$ cat config.mk
export PLATFORM = sky130hd
export DESIGN_NAME = fc_argmax_sink
export DESIGN_NICKNAME = d
export VERILOG_FILES = /design/src/rtl/fc_stream_pkg.sv /design/src/rtl/fc_argmax_sink_tracker.sv /design/src/rtl/fc_argmax_sink.sv
export SDC_FILE = /design/constraint.sdc
export NUM_CORES = 1
export LEC_CHECK = 0
export BUFFER_PORTS_ARGS = -buffer_cell sky130_fd_sc_hd__buf_2
export CAP_MARGIN = 25
export CORE_MARGIN = 2
export CORE_UTILIZATION = 59
export CTS_BUF_LIST = sky130_fd_sc_hd__clkbuf_8
export CTS_CLUSTER_SIZE = 14
export DETAILED_ROUTE_END_ITERATION = 10
export HOLD_SLACK_MARGIN = 0.12
export PLACE_DENSITY = 0.85
export SYNTH_ARGS = -nofsm -noshare
export SYNTH_HDL_FRONTEND = slang
export SYNTH_SLANG_ARGS = --single-unit
$ cat constraint.sdc
create_clock -name clk -period 6.9 [get_ports clk]
set_input_delay 0.345 -clock clk [delete_from_list [all_inputs] [get_ports clk]]
set_output_delay 0.345 -clock clk [all_outputs]
set_load 0.005 [all_outputs]
$ cat src/rtl/fc_stream_pkg.sv
// +----------------------------------------------------------------------+
// | fc_stream_pkg: shared helpers and saturation constants for fc stream |
// | Rev 1.0                                                              |
// +----------------------------------------------------------------------+
`default_nettype none

package fc_stream_pkg;

  localparam logic signed [15:0] C_FC_MAX = 16'sh7FFF;
  localparam logic signed [15:0] C_FC_MIN = 16'sh8000;

  // Index width never collapses to zero, even for single-element vectors.
  function automatic int idx_width(input int n);
    return (n <= 2) ? 1 : $clog2(n);
  endfunction

endpackage

`default_nettype wire

$ cat src/rtl/fc_argmax_sink_tracker.sv
// +----------------------------------------------------------------------+
// | fc_argmax_sink_tracker: element counter and running arg-max state    |
// | Rev 1.0                                                              |
// +----------------------------------------------------------------------+
`default_nettype none

module fc_argmax_sink_tracker
  import fc_stream_pkg::*;
#(
  parameter int WIDTH = 16,
  parameter int W_M   = 4,
  parameter int IDXW  = idx_width(W_M)
) (
  input  logic                    clk,
  input  logic                    reset,
  input  logic                    accept,
  input  logic signed [WIDTH-1:0] data,
  output logic                    at_last,
  output logic                    last_accept,
  output logic [IDXW-1:0]         res_idx,
  output logic signed [WIDTH-1:0] res_val
);

  localparam logic [IDXW-1:0] C_LAST_CNT = IDXW'(W_M - 1);

  logic [IDXW-1:0]         r_cnt;
  logic signed [WIDTH-1:0] r_max_val;
  logic [IDXW-1:0]         r_max_idx;
  logic                    w_take;

  // First element of a vector always loads; later ones only on a strict win.
  assign w_take      = (r_cnt == '0) || (data > r_max_val);
  assign at_last     = (r_cnt == C_LAST_CNT);
  assign last_accept = accept && at_last;
  assign res_idx     = w_take ? r_cnt : r_max_idx;
  assign res_val     = w_take ? data  : r_max_val;

  always_ff @(posedge clk) begin
    if (reset) begin
      r_cnt     <= '0;
      r_max_val <= '0;
      r_max_idx <= '0;
    end else if (accept) begin
      r_max_val <= res_val;
      r_max_idx <= res_idx;
      r_cnt     <= at_last ? '0 : r_cnt + IDXW'(1);
    end
  end

endmodule

`default_nettype wire

$ cat src/rtl/fc_argmax_sink.sv
// +----------------------------------------------------------------------+
// | fc_argmax_sink: collects W_M signed fc outputs, emits {index, max}   |
// | Rev 1.0                                                              |
// +----------------------------------------------------------------------+
`default_nettype none

module fc_argmax_sink
  import fc_stream_pkg::*;
#(
  parameter  int WIDTH = 16,
  parameter  int W_M   = 4,
  localparam int IDXW  = idx_width(W_M)
) (
  input  logic                    clk,
  input  logic                    reset,
  input  logic                    input_valid,
  output logic                    input_ready,
  input  logic signed [WIDTH-1:0] input_data,
  output logic                    output_valid,
  input  logic                    output_ready,
  output logic [IDXW-1:0]         output_index,
  output logic signed [WIDTH-1:0] output_data
);

  logic                    w_accept;
  logic                    w_at_last;
  logic                    w_last_accept;
  logic [IDXW-1:0]         w_res_idx;
  logic signed [WIDTH-1:0] w_res_val;

  // Only registered terms here: the final element waits for the slot to be
  // empty, so a consume and a new completion never share a cycle.
  assign input_ready = !reset && !(w_at_last && output_valid);
  assign w_accept    = input_valid && input_ready;

  fc_argmax_sink_tracker #(
    .WIDTH (WIDTH),
    .W_M   (W_M),
    .IDXW  (IDXW)
  ) u_tracker (
    .clk         (clk),
    .reset       (reset),
    .accept      (w_accept),
    .data        (input_data),
    .at_last     (w_at_last),
    .last_accept (w_last_accept),
    .res_idx     (w_res_idx),
    .res_val     (w_res_val)
  );

  always_ff @(posedge clk) begin
    if (reset) begin
      output_valid <= 1'b0;
      output_index <= '0;
      output_data  <= '0;
    end else if (w_last_accept) begin
      output_valid <= 1'b1;
      output_index <= w_res_idx;
      output_data  <= w_res_val;
    end else if (output_valid && output_ready) begin
      output_valid <= 1'b0;
    end
  end

endmodule

`default_nettype wire
==> results of run 1 <==
## final cells by class
type | instances | share of cell area
multi-input cells | 150 | 0.464
flip-flops and latches | 39 | 0.337
repair buffers | 40 | 0.0908
clock buffers | 6 | 0.0357
inverters | 20 | 0.0324
well taps | 46 | 0.0249
clock inverters | 2 | 0.0151
## worst max-delay path: stages, from the launching register on
cell and delay (ps):
dfxtp_1 360, inv_1 50, ha_1 420, nand4_1 150
nor3_2 240, nand4_2 190, a31oi_2 870, a21oi_2 430
a22o_1 360
## flip-flops by register name, summed over array words and instances, names as in the netlist
register             count
u_tracker.r_cnt          2
output_valid             1
u_tracker.r_max_val     16
output_data             16
u_tracker.r_max_idx      2
output_index             2
## power by group through the flow
stage | registers (mW) | logic, mW | clock network [mW]
detailed placement | 0.254 | 0.109 | 0
finish | 0.250 | 0.111 | 0.197
CTS | 0.249 | 0.110 | 0.199
global route | 0.251 | 0.125 | 0.209
floorplan | 0.251 | 0.0869 | 0
global placement | 0.254 | 0.107 | 0
## per-stage QoR
step	cells	total power, mW
after global routing	303	0.585
final	303	0.558
after detailed placement	295	0.363
after CTS	303	0.558
after floorplan	224	0.338
after global placement	294	0.361
## cell usage after synthesis, drive strengths merged
cell and instances:
a211oi 2, a21oi 9, a221o 1, a22o 18, a311oi 18, a31o 2
a31oi 2, and2 1, and3 1, and4 1, buf 8, clkbuf 7
dfxtp 39, ha 18, inv 20, nand2 7, nand2b 2, nand3 19
nand4 3, nor2 20, nor3 1, o21a 1, o21ai 20, o221ai 1
o31ai 2, or3 1
## logic make-up after synthesis
group / after synthesis / synth area share
flops: 39 / 0.386
simple gates: 56 / 0.134
compound gates: 76 / 0.285
fa+ha+maj: 18 / 0.111
buf+inv: 35 / 0.0823
## metal layers
| metal | GRT usage | vias up | share of wire |
|---|---|---|---|
| met5 | 0 | - | 0 |
| met4 | 0.133 | 0 | 0.025 |
| met3 | 0.0450 | 11 | 0.065 |
| met2 | 0.360 | 66 | 0.46 |
| met1 | 0.325 | 865 | 0.45 |
| li1 | - | 894 | - |
## path summary, 6_finish.rpt
kind,startpoint,to,slack (ps),cells past startpoint
max,u_tracker.r_max_val[15]$_SDFFE_PP0P_,u_tracker.r_max_val[6]$_SDFFE_PP0P_,3700,8
min,input_data[12],u_tracker.r_max_val[12]$_SDFFE_PP0P_,300,2
max reg2reg,u_tracker.r_max_val[15]$_SDFFE_PP0P_,u_tracker.r_max_val[6]$_SDFFE_PP0P_,3700,8
min reg2reg,u_tracker.r_max_idx[0]$_SDFFE_PP0P_,u_tracker.r_max_idx[0]$_SDFFE_PP0P_,480,1
## cell usage in the layout, fill, tap and decap left out, types with 2 or more instances in the layout
cell	n
a311oi_1	18
a31o_1	2
buf_2	39
o21ai_0	20
nand3_1	19
nand4_1	2
a21oi_1	8
nand2b_1	2
a31oi_2	2
dfxtp_1	39
clkbuf_8	6
nor2_1	20
ha_1	18
inv_1	20
a211oi_1	2
a22o_1	18
nand2_1	7
==> impl_results.md, run 1 <==
* Relative slew slack at 0.322
* Required @ worst endpoint at 7090 ps
* Clk sinks at 39
* Die width at around 63 microns
* Drt first pass iters at 4
* Pin count of the biggest net entering global routing at 23
* Synthesized cell area at between 2000 and 2500 sq um
* Avg WL per Cell at around 15 microns
* Sequential area share after synthesis at 0.386
* Remaining global-route overflow at 0
* Max Clock Skew at ~3.8 ps
* 1st-iter DRT viols at 116
* Sequential power share at 0.448
* First-pass GRT wire length at around 7500 microns
* Sw Share at 0.290
* Worst-margin pin slew at approximately 1000 ps
* Synth Register Bits at 39
* Mapped Nets at 262
* RSZ-0062 raised after global routing: no
* Ant. Diodes at 0
* CP arrival at 3390 ps
* Filler cell count at around 290
* Post-synth top area cell: dfxtp_1
* Reg clk slew, reported paths at around 80 ps
* Setup TNS at 0 ps
* Latest clock arrival within the worst-skew pair at slightly below 300 ps
* Worst-path fanout max at 19
* Status: complete, no violations
* Final core occ at 0.699
* Final GP Congestion at just over 0.8
* Post-cts repair resize count at 0
* Multi-input logic area at between 1000 and 1500 sq um
* Clock Power Share at 0.353
* Hold bufs inserted after CTS at 0
* DR DRC count at 0
* Peak supply drop at about 99 uV
* Worst setup EP type: register
* Logic pwr share at 0.200
* Vias in the first global route at approximately 1600
* CTS root buffer: clkbuf_8
* Post-route cell area at ~2300 sq um
* Layout Nets at 294
* Final cycle utilization of the critical path at 0.464
* Endpoints failing hold at 0
* WL final at 4490 microns
* Dpl hpwl at between 3000 and 4000 microns
* Share of cells above drive strength 1 at 0.210
* Tmin final at 3200 ps
* Post-CTS Setup Bufs at 0
* Sw Pwr at 162 uW
* Deepest clock path buffer count at 2
* Largest cells by area after synthesis: dfxtp_1 39%, ha_1 11%, a22o_1 7.8%
* Synth cell types at 32
* Cell Pwr Density at approximately 240 nW/um^2
* Core box area at about 3300 sq um
* Synth top area share at 0.386
* Post-DRT Antenna Nets at 0
* Worst Hold Slack at 296 ps
* Layout area overhead at 14.6%
* Worst hold path class: in -> reg
* Ys Warns at 0
* Post-synthesis cell count at around 220
* Syn avg cell area at between 9 and 10 sq um
* CTS tree: built
* Leakage at 0.949 nW
* Pins Over Slew Limit at 0
* Clock buffer count from CTS at 5
* Dpl ws at roughly 3700 ps
* Die span in y at around 63 microns
* Port Buffers at 39
* Initial antenna violation count at 0
* Max-Cap Viols at 0
* Int Power at ~400 uW
* Vias per cell at just over 6
* IO Pins at 40
* H-Tree Depth at 2
* # setup viols final at 0
* Post-DP Area at 2200 sq um
* Row count at 21
* Startpoint Class: register
* Vias at 1836
* Initial core utilization at 0.610
* Fmax at approximately 0.31 GHz
* Overall global routing resource usage at 0.240
* Register Area at 781 sq um
* Die area at roughly 3900 sq um
* Setup ws final at roughly 3700 ps
* Type of the worst setup path: reg -> reg
Power figures use the tool's default switching activity.
==> inputs of run 2 (changes only) <==
--- a/config.mk
+++ b/config.mk
@@ -5,15 +5,16 @@
 export SDC_FILE = /design/constraint.sdc
 export NUM_CORES = 1
 export LEC_CHECK = 0
+export ABC_AREA = 1
 export BUFFER_PORTS_ARGS = -buffer_cell sky130_fd_sc_hd__buf_2
 export CAP_MARGIN = 25
 export CORE_MARGIN = 2
-export CORE_UTILIZATION = 59
+export CORE_UTILIZATION = 58
 export CTS_BUF_LIST = sky130_fd_sc_hd__clkbuf_8
 export CTS_CLUSTER_SIZE = 14
 export DETAILED_ROUTE_END_ITERATION = 10
 export HOLD_SLACK_MARGIN = 0.12
-export PLACE_DENSITY = 0.85
+export PLACE_DENSITY = 0.82
 export SYNTH_ARGS = -nofsm -noshare
 export SYNTH_HDL_FRONTEND = slang
 export SYNTH_SLANG_ARGS = --single-unit
==> constraint.sdc (replaced) <==
create_clock -name clk -period 3.2 [get_ports clk]
set_input_delay 0.16 -clock clk [delete_from_list [all_inputs] [get_ports clk]]
set_output_delay 0.16 -clock clk [all_outputs]
set_load 0.005 [all_outputs]
==> run 2 against run 1 <==
Effect of this change: worst hold slack lost 110 ps; register-to-register slack got worse by 2800 ps; via count grew 22%; clock skew increased by 2.3 ps; sequential power increased by 120%; highest routed layer unchanged.
==> impl_results.md, run 2 <==
* Status: complete, no violations
* Startpoint Class: register
* Post-synthesis cell count at between 300 and 400
* IO Pins at 40
* Reg clk slew, reported paths at about 70 ps
* Synthesized cell area at roughly 2400 sq um
* Setup ws final at 864 ps
* Remaining global-route overflow at 0
* Synth cell count leaders: 77 x nand3_1, 67 x inv_1, 64 x nand2_1, 39 x dfxtp_1, 19 x o21a_1
* Post-route cell area at 2670 sq um
* Relative slew slack at 0.517
* Setup TNS at 0 ps
* Max Clock Skew at roughly 6.1 ps
* Initial antenna violation count at 0
* Vias at 2240
* Layout area overhead at 9.76%
* First-pass GRT wire length at between 7000 and 8000 microns
* Post-cts repair resize count at 0
* Latest clock arrival within the worst-skew pair at a little under 300 ps
* WL final at roughly 4800 microns
* Avg WL per Cell at ~11 microns
* Synth cell types at 23
* Endpoints failing hold at 0
* Pins Over Slew Limit at 0
* Deepest clock path buffer count at 2
* Crit path from: u_tracker.r_max_val[15]$_SDFFE_PP0P_
* Ys Warns at 0
* Clk sinks at 39
* Die width at ~69 microns
* Post-DP Area at 2600 sq um
* H-Tree Depth at 2
* FFs w/ async S/R, synth at 0
* FF-to-FF Start: u_tracker.r_max_val[15]$_SDFFE_PP0P_
* Sw Share at 0.357
* Core box area at approximately 4000 sq um
* Number of enable flip-flop cells after synthesis at 0
* Post-DRT Antenna Nets at 0
* Synth Register Bits at 39
* Max-Cap Viols at 0
* Row count at 23
* Final GP Congestion at ~0.80
* Die area at around 4700 sq um
* CP arrival at around 2500 ps
* Vias per cell at 5.20
* Type of the worst setup path: reg -> reg
* Syn avg cell area at ~6.9 sq um
* Dpl ws at about 900 ps
* Mapped Nets at 391
* Worst-margin pin slew at slightly above 700 ps
* Final cycle utilization of the critical path at 0.730
* DR DRC count at 0
* Port Buffers at 39
* Leakage at 1.41 nW
* Ant. Diodes at 0
* Initial core utilization at 0.605
* Hold bufs inserted after CTS at 0
* CTS root buffer: clkbuf_8
* CTS tree: built
* Final core occ at 0.664
* # setup viols final at 0
* Drt first pass iters at 4
* Most common cell after layout, fill and taps aside: nand3_1
* Die span in y at approximately 69 microns
* Worst-path fanout max at 37
* Share of cells above drive strength 1 at 0.165
* Cell Pwr Density at 459 nW/um^2
* RSZ-0062 raised after global routing: no
* Top flop regs: output_data (16), u_tracker.r_max_val (16)
* Most frequent cells in the layout: 77 x nand3_1, 68 x inv_1, 64 x nand2_1
* Worst hold path class: in -> reg
* Sw Pwr at 439 uW
* Pwr Total at ~1.2 mW
* Hold Startpoint: input_data[0]
* Clock Power Share at 0.248
* Sequential area share after synthesis at 0.320
* Largest cells by area after synthesis: dfxtp_1 32%, nand3_1 16%, inv_1 10%
* Logic pwr share at 0.308
* Layout Nets at 420
* Overall global routing resource usage at 0.215
* Synth Flop Type: dfxtp_1
* Sequential power share at 0.444
* Clock buffer count from CTS at 5
* Dpl hpwl at 3260 microns
* Most frequent cell after synthesis: nand3_1
* Required @ worst endpoint at approximately 3400 ps
* Vias in the first global route at 1855
* Post-synth top area cell: dfxtp_1
* Fmax at ~0.43 GHz
* Worst setup EP type: register
* Tmin final at 2340 ps
* 1st-iter DRT viols at roughly 110
* Int Power at between 700 and 800 uW
* Synth top area share at 0.320
* Peak supply drop at approximately 220 uV
* Post-CTS Setup Bufs at 0
* Pin count of the biggest net entering global routing at 38
==> run 2: cell count changes in the layout (fill, tap and decap cells not counted), sizes merged, moves of 3 or more <==
cell	before	now
a21oi	9	6
o21a	1	19
a22o	18	0
nand3	19	77
nor2	20	4
nand2	7	78
inv	20	69
a311oi	18	0
==> run 2: cell type report <==
type	instances	area, sq um
multi-input combinational	228	1290
fill	363	1360
clock inverter	1	3.75
sequential	39	781
timing repair buffer	40	215
tap	50	62.6
inverter	68	255
clock buffer	5	68.8
==> run 2: final timing paths <==
kind	endpoint	slack (ps)	depth (start not counted)
setup / recovery	output_data[3]$_SDFFE_PP0P_	860	14
hold / removal	output_data[0]$_SDFFE_PP0P_	190	5
setup reg to reg	output_data[3]$_SDFFE_PP0P_	860	14
hold reg to reg	u_tracker.r_max_idx[1]$_SDFFE_PP0P_	490	2
==> run 2: kinds of logic after synthesis <==
| logic type | after synthesis | synth area share |
|---|---|---|
| AND/OR/NAND/NOR | 163 | 0.320 |
| adder cells (fa/ha/maj) | 18 | 0.0925 |
| buffers and inverters | 86 | 0.151 |
| flip-flops | 39 | 0.320 |
| AO/OA/AOI/OAI | 47 | 0.116 |
==> run 2: critical path: stages, from the launching register on <==
cell	delay [ps]
dfxtp_1	330
inv_1	70
ha_1	320
nand2_1	130
o21ai_0	100
a21oi_1	170
nand2_1	70
nand2_1	70
nand2_2	60
nand2_4	310
nand2_8	260
nand2_1	130
nand3_1	80
nand2_1	90
inv_1	30
==> run 2: power groups by stage <==
| stage | clock network [mW] | logic, mW | registers (mW) |
|---|---|---|---|
| floorplan | 0 | 0.336 | 0.552 |
| global placement | 0 | 0.370 | 0.555 |
| detailed placement | 0 | 0.378 | 0.556 |
| CTS | 0.311 | 0.380 | 0.545 |
| global route | 0.327 | 0.438 | 0.549 |
| finish | 0.305 | 0.379 | 0.545 |
==> run 2: per-layer routing <==
metal,track usage,routed length (microns),vias up
li1,-,-,1185
met1,0.265,2250,1011
met2,0.375,2290,40
met3,0.0487,195,4
met4,0.0588,36,0
met5,0,0,-
==> run 2: through the flow <==
| step | hold WS (ps) | std cells |
|---|---|---|
| 3_5_place_dp | 481 | 425 |
| 2_1_floorplan | 344 | 353 |
| 6_report | 186 | 431 |
| 5_1_grt | 190 | 431 |
| 4_1_cts | 180 | 431 |
| 3_3_place_gp | 471 | 425 |
==> inputs of run 3 (changes only) <==
--- a/config.mk
+++ b/config.mk
@@ -5,11 +5,11 @@
 export SDC_FILE = /design/constraint.sdc
 export NUM_CORES = 1
 export LEC_CHECK = 0
-export ABC_AREA = 1
+export ABC_AREA = 0
 export BUFFER_PORTS_ARGS = -buffer_cell sky130_fd_sc_hd__buf_2
 export CAP_MARGIN = 25
 export CORE_MARGIN = 2
-export CORE_UTILIZATION = 58
+export CORE_UTILIZATION = 57
 export CTS_BUF_LIST = sky130_fd_sc_hd__clkbuf_8
 export CTS_CLUSTER_SIZE = 14
 export DETAILED_ROUTE_END_ITERATION = 10
==> constraint.sdc (replaced) <==
create_clock -name clk -period 2.3 [get_ports clk]
set_input_delay 0.115 -clock clk [delete_from_list [all_inputs] [get_ports clk]]
set_output_delay 0.115 -clock clk [all_outputs]
set_load 0.005 [all_outputs]
==> run 3 against run 2 <==
Effect of this change: the run now ends with setup timing left; clock-buffer cell count did not move; cell count decreased by 22%; die area shrank 15%; highest routed layer unchanged.
==> impl_results.md, run 3 (synthesis results as in run 1) <==
* Status: complete, but fails checks
* Violated checks: setup timing
* Filler cell count at approximately 200
* Share of cells above drive strength 1 at 0.349
* Drt first pass iters at 5
* RSZ-0062 raised after global routing: yes
* Core box area at between 3000 and 4000 sq um
* Endpoints failing hold at 0
* Met2 WL at between 3000 and 4000 microns
* 1st-iter DRT viols at around 160
* Clock buffer count from CTS at 5
* Sequential power share at 0.380
* CTS root buffer: clkbuf_8
* Pin count of the biggest net entering global routing at 25
* Row count at 21
* Top routing layer in use: met4
* Initial core utilization at 0.601
* Placed Cells at ~310
* # setup viols final at 36
* Avg WL per Cell at about 19 microns
* Post-DRT Antenna Nets at 0
* DRT met1 WL at roughly 2600 microns
* Pins Over Slew Limit at 0
* Reg clk slew, reported paths at 80 ps
* Clock Power Share at 0.349
* Setup TNS at -2730 ps
* Die width at between 60 and 70 microns
* Ant. Diodes at 0
* Final cycle utilization of the critical path at 1.05
* H-Tree Depth at 2
* DR DRC count at 0
* CP arrival at about 2600 ps
* Clk sinks at 39
* Vias in the first global route at 1984
* Int Power at ~1.4 mW
* Top flop regs: output_data (16), u_tracker.r_max_val (16)
* Setup ws final at -119 ps
* Layout area overhead at 41.4%
* Required @ worst endpoint at about 2500 ps
* Worst setup EP type: register
* Worst-margin pin slew at 495 ps
* CTS tree: built
* Leakage at ~1.1 nW
* Startpoint Class: register
* Dpl hpwl at ~3500 microns
* Max-Cap Viols at 0
* WL final at 6570 microns
* Remaining global-route overflow at 0
* Die span in y at roughly 64 microns
* First-pass GRT wire length at between 9000 and 10000 microns
* Die area at 4040 sq um
* Total length of routed met3 wires at 739 microns
* Tmin final at approximately 2400 ps
* Sw Share at 0.303
* Relative slew slack at 0.670
* Slowest Stage Delay on Critical Path at about 370 ps
* Max Clock Skew at ~5.4 ps
* Final GP Congestion at around 0.84
* Worst-path fanout max at 7
* Port Buffers at 39
* Logic pwr share at 0.271
* Worst path slowest cell: a211oi_1
* Peak supply drop at just over 700 uV
* Most frequent cells in the layout: 38 x buf_2, 31 x dfxtp_1, 19 x inv_1, 19 x nor2_1
* Overall global routing resource usage at 0.307
* IO Pins at 40
* Type of the worst setup path: reg -> reg
* Fmax at 0.413 GHz
* Latest clock arrival within the worst-skew pair at roughly 310 ps
* Non-Filler Instances at 338
* Initial antenna violation count at 0
* Vias per cell at roughly 6.3
* Most common cell after layout, fill and taps aside: buf_2
* Vias at 2129
* Worst hold path class: in -> reg
* CP Cell Sequence: inv_1, ha_1, nand4_1, a211oi_1, o21a_2, a31o_4, buf_4, o21ai_0, a311oi_1
* Deepest clock path buffer count at 2
* Layout Nets at 329
* Sw Pwr at ~600 uW
* Cell Pwr Density at ~700 nW/um^2
run 3: changes by cell type in the layout (fill, tap and decap cells not counted), moves of 7 or more:
cell | before | now
a22o_1 | 0 | 18
a311oi_1 | 0 | 13
buf_4 | 0 | 15
dfxtp_1 | 39 | 31
dfxtp_2 | 0 | 8
dlygate4sd3_1 | 0 | 18
inv_1 | 68 | 19
nand2_1 | 64 | 7
nand2_2 | 12 | 0
nand3_1 | 77 | 17
nor2_1 | 2 | 19
o21a_1 | 19 | 0
o21ai_1 | 13 | 6
run 3: power groups by stage:
stage               Clock [mW]  Sequential, mW  Combinational (mW)
finish                   0.696           0.756               0.540
global route             0.720           0.759               0.575
CTS                      0.689           0.746               0.440
detailed placement           0           0.761               0.397
global placement             0           0.760               0.387
floorplan                    0           0.755               0.272
run 3: cell type report:
class / instances / area (sq um) / area share
Timing Repair Buffer: 75 / 537 / 0.188
Inverter: 20 / 75.1 / 0.0263
Clock buffer: 5 / 68.8 / 0.0241
Multi-Input combinational cell: 150 / 1260 / 0.442
Sequential cell: 39 / 791 / 0.277
Clock inverter: 3 / 63.8 / 0.0223
Tap cell: 46 / 57.6 / 0.0201
run 3: worst paths after layout:
path / cells after the start / slack (ps) / endpoint / startpoint
setup / recovery: 9 / -120 / output_data[7]$_SDFFE_PP0P_ / u_tracker.r_max_val[4]$_SDFFE_PP0P_
hold / removal: 3 / 140 / output_data[13]$_SDFFE_PP0P_ / input_data[13]
setup reg to reg: 9 / -120 / output_data[7]$_SDFFE_PP0P_ / u_tracker.r_max_val[4]$_SDFFE_PP0P_
hold reg to reg: 1 / 490 / u_tracker.r_max_idx[1]$_SDFFE_PP0P_ / u_tracker.r_max_idx[1]$_SDFFE_PP0P_
run 3: repair_timing:
| item | 4_1_cts | 5_1_grt |
|---|---|---|
| endpoints found under the setup margin | 34 | 36 |
| buffers inserted | 0 | 1 |
| hold buffers | 18 | 0 |
| gates resized for setup | 7 | 41 |
| endpoints found under the hold margin | 23 | 0 |
| gates cloned | 0 | 1 |
| pin swaps | 2 | 9 |
run 3: stage by stage:
step,util,instance area [sq um],setup slack (ps),hold WS (ps),power [mW]
final,0.849,2860,-119,136,1.99
after global routing,0.849,2860,-236,149,2.05
after CTS,0.798,2680,6.78,129,1.88
after detailed placement,0.696,2340,17.5,372,1.16
after global placement,0.696,2340,73.7,367,1.15
after floorplan,-,2040,15.4,248,1.03
run 3: worst max-delay path: cells and delay by family (launching register included):
family                   cells  cell delay (ps)
AO/OA/AOI/OAI                5             1200
adder cells (fa/ha/maj)      1              280
flip-flops                   1              360
buffers and inverters        2              230
AND/OR/NAND/NOR              1              260
run 3: layer usage:
metal | track usage | up-vias
met5 | 0 | -
met4 | 0.130 | 0
met3 | 0.0607 | 17
met2 | 0.497 | 150
met1 | 0.395 | 991
li1 | - | 971
